File: src/rtl/rst_seq_pkg.sv
// Shared definitions for the reset sequencer: FSM state encoding, default
// parameter values and the counter width helper.
package rst_seq_pkg;

  typedef enum logic [2:0] {
    ST_ASSERT  = 3'd0,
    ST_STABLE  = 3'd1,
    ST_HOLD    = 3'd2,
    ST_RELEASE = 3'd3,
    ST_RUN     = 3'd4
  } seq_state_e;

  localparam int DEF_N_CH        = 3;
  localparam int DEF_SYNC_STAGES = 2;
  localparam int DEF_LOCK_STABLE = 64;
  localparam int DEF_HOLD_CYCLES = 1024;
  localparam int DEF_STEP_CYCLES = 16;

  // One counter serves every timed phase, so it is sized for the longest one.
  function automatic int cnt_width(input int a, input int b, input int c);
    int m;
    m = a;
    if (b > m) m = b;
    if (c > m) m = c;
    return $clog2(m + 1);
  endfunction

endpackage

File: src/rtl/rst_sync.sv
// Single-bit multi-flop synchronizer with synchronous reset; used to bring
// the asynchronous lock and pushbutton inputs into the clock domain.
module rst_sync #(
  parameter int STAGES = 2
) (
  input  logic clock,
  input  logic reset,
  input  logic d,
  output logic q
);

  logic [STAGES-1:0] sync_q;

  // Shift the raw input through the chain; reset clears every stage.
  // NOTE: synchronizer flops are reset to 0 so "good" cannot be seen until
  // the input has been observed for the full chain depth after reset.
  always_ff @(posedge clock) begin
    if (reset) sync_q <= '0;
    else       sync_q <= {sync_q[STAGES-2:0], d};
  end

  assign q = sync_q[STAGES-1];

endmodule

File: src/rtl/rst_sequencer.sv
// Power-on / pushbutton reset sequencer: waits for a stable PLL lock and
// released external reset, holds all channels in reset, then releases them
// one at a time in index order.
// Optional feature: define RST_SEQ_SOFTRST_EN to add the sw_rst_req input,
// which re-enters the hold phase from RUN without re-checking stability.
module rst_sequencer
  import rst_seq_pkg::*;
#(
  parameter int N_CH        = DEF_N_CH,
  parameter int SYNC_STAGES = DEF_SYNC_STAGES,
  parameter int LOCK_STABLE = DEF_LOCK_STABLE,
  parameter int HOLD_CYCLES = DEF_HOLD_CYCLES,
  parameter int STEP_CYCLES = DEF_STEP_CYCLES
) (
  input  logic            clock,
  input  logic            reset,
  input  logic            pll_locked,
  input  logic            ext_rst_n,
`ifdef RST_SEQ_SOFTRST_EN
  input  logic            sw_rst_req,
`endif
  output logic [N_CH-1:0] rst_n,
  output logic            seq_done,
  output logic [2:0]      state
);

  localparam int CNT_W = cnt_width(LOCK_STABLE, HOLD_CYCLES, STEP_CYCLES);
  localparam logic [CNT_W-1:0] LOCK_TC = CNT_W'(LOCK_STABLE - 1);
  localparam logic [CNT_W-1:0] HOLD_TC = CNT_W'(HOLD_CYCLES - 1);
  localparam logic [CNT_W-1:0] STEP_TC = CNT_W'(STEP_CYCLES - 1);

  logic             pll_sync;
  logic             ext_sync;
  logic             good;

  seq_state_e       state_q, state_d;
  logic [CNT_W-1:0] cnt_q, cnt_d;
  logic [N_CH-1:0]  rst_n_q, rst_n_d;
  logic             done_q, done_d;
  logic [N_CH-1:0]  rst_n_next_rel;

  rst_sync #(.STAGES(SYNC_STAGES)) u_sync_pll (
    .clock (clock),
    .reset (reset),
    .d     (pll_locked),
    .q     (pll_sync)
  );

  rst_sync #(.STAGES(SYNC_STAGES)) u_sync_ext (
    .clock (clock),
    .reset (reset),
    .d     (ext_rst_n),
    .q     (ext_sync)
  );

  assign good = pll_sync & ext_sync;

  // Next release pattern: shift in one more 1 above the already released bits.
  assign rst_n_next_rel = (rst_n_q << 1) | N_CH'(1);

  // State, counter and registered outputs.
  // NOTE: sequential state uses non-blocking assignments only, so every flop
  // samples the pre-edge value of its neighbours.
  always_ff @(posedge clock) begin
    if (reset) begin
      state_q <= ST_ASSERT;
      cnt_q   <= '0;
      rst_n_q <= '0;
      done_q  <= 1'b0;
    end else begin
      state_q <= state_d;
      cnt_q   <= cnt_d;
      rst_n_q <= rst_n_d;
      done_q  <= done_d;
    end
  end

  // Next-state and next-output logic; a fault always takes priority.
  // NOTE: every target gets a default first so no path leaves a latch.
  always_comb begin
    state_d = state_q;
    cnt_d   = cnt_q;
    rst_n_d = rst_n_q;
    done_d  = done_q;

    if (state_q != ST_ASSERT && !good) begin
      state_d = ST_ASSERT;
      cnt_d   = '0;
      rst_n_d = '0;
      done_d  = 1'b0;
    end else begin
      case (state_q)
        ST_ASSERT: begin
          cnt_d   = '0;
          rst_n_d = '0;
          done_d  = 1'b0;
          if (good) state_d = ST_STABLE;
        end

        ST_STABLE: begin
          if (cnt_q >= LOCK_TC) begin
            state_d = ST_HOLD;
            cnt_d   = '0;
          end else begin
            cnt_d = cnt_q + CNT_W'(1);
          end
        end

        ST_HOLD: begin
          if (cnt_q >= HOLD_TC) begin
            cnt_d   = '0;
            rst_n_d = rst_n_next_rel;
            if (&rst_n_next_rel) begin
              state_d = ST_RUN;
              done_d  = 1'b1;
            end else begin
              state_d = ST_RELEASE;
            end
          end else begin
            cnt_d = cnt_q + CNT_W'(1);
          end
        end

        ST_RELEASE: begin
          if (cnt_q >= STEP_TC) begin
            cnt_d   = '0;
            rst_n_d = rst_n_next_rel;
            if (&rst_n_next_rel) begin
              state_d = ST_RUN;
              done_d  = 1'b1;
            end
          end else begin
            cnt_d = cnt_q + CNT_W'(1);
          end
        end

        ST_RUN: begin
          cnt_d = '0;
`ifdef RST_SEQ_SOFTRST_EN
          if (sw_rst_req) begin
            state_d = ST_HOLD;
            rst_n_d = '0;
            done_d  = 1'b0;
          end
`endif
        end

        default: begin
          state_d = ST_ASSERT;
          cnt_d   = '0;
          rst_n_d = '0;
          done_d  = 1'b0;
        end
      endcase
    end
  end

  assign rst_n    = rst_n_q;
  assign seq_done = done_q;
  assign state    = state_q;

endmodule
File: config.mk
export PLATFORM = sky130hd
export DESIGN_NAME = rst_sequencer
export DESIGN_NICKNAME = d
export VERILOG_FILES = /design/src/rtl/rst_seq_pkg.sv /design/src/rtl/rst_sync.sv /design/src/rtl/rst_sequencer.sv
export SDC_FILE = /design/constraint.sdc
export NUM_CORES = 1
export LEC_CHECK = 0
export BUFFER_PORTS_ARGS = -buffer_cell sky130_fd_sc_hd__buf_2
export CORE_MARGIN = 2
export CORE_UTILIZATION = 32
export DETAILED_ROUTE_END_ITERATION = 12
export HOLD_SLACK_MARGIN = 0.02
export PLACE_DENSITY = 0.6
export SLEW_MARGIN = 30
export SYNTH_ARGS = -nofsm -noshare
export SYNTH_HDL_FRONTEND = slang
export SYNTH_HIERARCHICAL = 1
export SYNTH_SLANG_ARGS = --single-unit
File: constraint.sdc
create_clock -name clock -period 1.8 [get_ports clock]
set_clock_uncertainty 0.05 [all_clocks]
set_input_delay 0.54 -clock clock [delete_from_list [all_inputs] [get_ports clock]]
set_output_delay 0.54 -clock clock [all_outputs]
set_load 0.005 [all_outputs]
==> metrics.cfg <==
[layout]
fill_cells=299
nets=148
stdcell_count=175
final_cell_mix=dfxtp_1 (20), buf_4 (19), nor2_1 (15), nand3_1 (10), buf_2 (10)
drive_gt1_share_pct=32.4
area_growth_pct=32.6
n_antenna_cell=0
fin_area_um2=1310
post-route-util_pct=43.6
final_common_cell=dfxtp_1

[yosys]
syn_area_per_cell_um2=8.81
yosysWarnings=6
synth_compound_area_share_pct=12.7
yosys.area.top_type=dfxtp_1
syn_area_um2=987
synth_fa_ha_area_share_pct=1.27
synthXorXnorAreaFrac_pct=7.10
synthesis.nets=117
yosysSeqAreaShare_pct=44.6
async_flop_share_pct=0
synth-edff-count=0
netlist_top_cells_area=dfxtp_1 (45%), nor2_1 (5.7%), nand3_1 (5.1%), xor2_1 (4.4%), nand2_1 (3.4%)
yosys.area_share.simple_pct=32.2
synth_cell_type_count=37
synth_top_family_by_area=simple AND/OR/NAND/NOR gates
synth_top_area_share_pct=44.6
ys.flop_type=dfxtp_1
ys_ff_latch=22
synthCells=112
synth_mux_area_share_pct=0

[cts]
cts-root-buf=clkbuf_4
cts_buffers=3
tritoncts=done
clock_latency_ns=0.31
clock-sinks=22
holdBufCountCts=0
cts.path.max_buffers=2
clkTransAtPathRegs_ns=0.11
h-tree-depth=1

[detailed_routing]
wl_per_cell_um=12.0
wl_mm=2.10
ant_nets=0
vias_per_cell=5.19
drc=0
vias=908
drtIter0Drc=33
first_pass_iters=4

[placement]
placedCellCount=167
dp_hpwl_mm=1.53
placed_area_um2=1180
post-place-ws_ns=-0.149
gp_congestion=0.751
io_buffers=10

[timing]
period_share_pct=112
slew_headroom_pct=66.7
timing.hold.ws_ns=0.388
tns_ns=-2.20
final-max-slew-violation-count=0
setup_violations=17
hold_violations=0
fin_ws_ns=-0.211
period_minus_slack_ns=2.01
worst_slew_pin_slew_ns=0.495
max_freq_mhz=497
rsz0062_at_grt=yes

[flow_run]
drv_cap=0

[critical_path]
critPathKind=flip-flop to flip-flop
startpoint_type=flip-flop
worstPathMaxFanout=2
critical_path.cell_chain=or4_4 > or3_4 > a311oi_4 > nor2_1 > a41o_1
slowest_stage=or4_4
crit_required_ns=1.97
cpPeakStageDelay_ns=0.53
crit_arrival_ns=2.18
critical_path.endpoint_type=flip-flop
worst_r2r_path_depth=5

[global_routing]
grt_usage_pct=13.4
grt_pass1_wl_mm=3.64
grt_pass1_vias=883
overflow=0
antenna_found_initial=0
grt_max_degree=13

[power]
ir_drop_uv=307
p_per_area_nw_per_um2=605
total_power_mw=0.792
p_clk_share_pct=33.9
seqPwrFrac_pct=62.5
combPwrFrac_pct=3.7
p_leak_nw=0.508
p_sw_mw=0.160
power.share.switching_pct=20.3
intPower_mw=0.631

[die]
ios=11
chipHeight_um=59.5
coreArea_um2=3000
initial_core_util_pct=32.9
fp.dieArea_um2=3550
num_rows=20
die_w_um=59.5

[outcome]
violations=setup timing
outcome=finished, violations left

[min_path]
hold_class=input pin to flip-flop
hold_depth=2

-- cell type report --
class	instances	area (um2)	share of cell area, %
clock buffer	4	36.3	2.77
sequential	22	443	33.8
timing repair buffer	29	193	14.7
inverter	1	3.75	0.287
tap	33	41.3	3.15
multi-input combinational	86	592	45.2
-- kinds of logic after synthesis --
kind of cell,after synthesis
and+or+nand+nor,59
DFF,22
other,1
adders and majority gates,1
AOI/OAI and AO/OA,17
xor gates and xnor gates,8
buffers and inverters,4
-- state kept, by name, summed over array words and instances (netlist names) --
name	cells
state	3
u_sync_pll/sync_q	2
cnt_q	11
rst_n	3
seq_done	1
u_sync_ext/sync_q	2
-- power groups by stage --
| stage | registers, mW | clock network [mW] | logic [mW] |
|---|---|---|---|
| 2_1_floorplan | 0.505 | 0 | 0.0133 |
| 3_3_place_gp | 0.505 | 0 | 0.0233 |
| 3_5_place_dp | 0.505 | 0 | 0.0239 |
| 4_1_cts | 0.494 | 0.275 | 0.0241 |
| 5_1_grt | 0.495 | 0.304 | 0.0329 |
| 6_report | 0.494 | 0.268 | 0.0292 |
-- worst paths after layout --
kind	from	to	slack, ns
max	cnt_q[10]	state[2]	-0.21
min	pll_locked	u_sync_pll/sync_q[0]	0.39
max reg2reg	cnt_q[10]	state[2]	-0.21
min reg2reg	u_sync_ext/sync_q[0]	u_sync_ext/sync_q[1]	0.40
-- critical path, delay by kind of cell, from the launching register on --
family             cells  cell delay [ns]
DFF                    1             0.34
and+or+nand+nor        3             1.05
AOI/OAI and AO/OA      2             0.49
-- layer usage --
metal | track usage [%] | vias to the layer above | routed length, um
met3 | 2.62 | 2 | 92
met5 | 0 | - | 0
met2 | 23.7 | 22 | 1050
li1 | - | 464 | -
met4 | 4.76 | 0 | 16
met1 | 16.0 | 420 | 935
-- what timing repair did --
item                       4_1_cts  5_1_grt
buffers inserted                 0        4
resized for setup                1       10
pin swaps                        0        4
hold endpoints to repair         0        0
setup endpoints to repair       17       17
-- Yosys cell counts (2+ instances only) --
master / instances
a31oi_1: 2
nor2_1: 15
and3_2: 2
xnor2_1: 3
dfxtp_1: 22
xor2_1: 5
nand4_1: 4
nor2b_1: 5
nor4_1: 3
a21oi_1: 2
o21ai_0: 4
nand2b_1: 2
buf_2: 2
nand2_1: 9
nand3_1: 10
No activity file was read; power rests on OpenSTA's default activity.
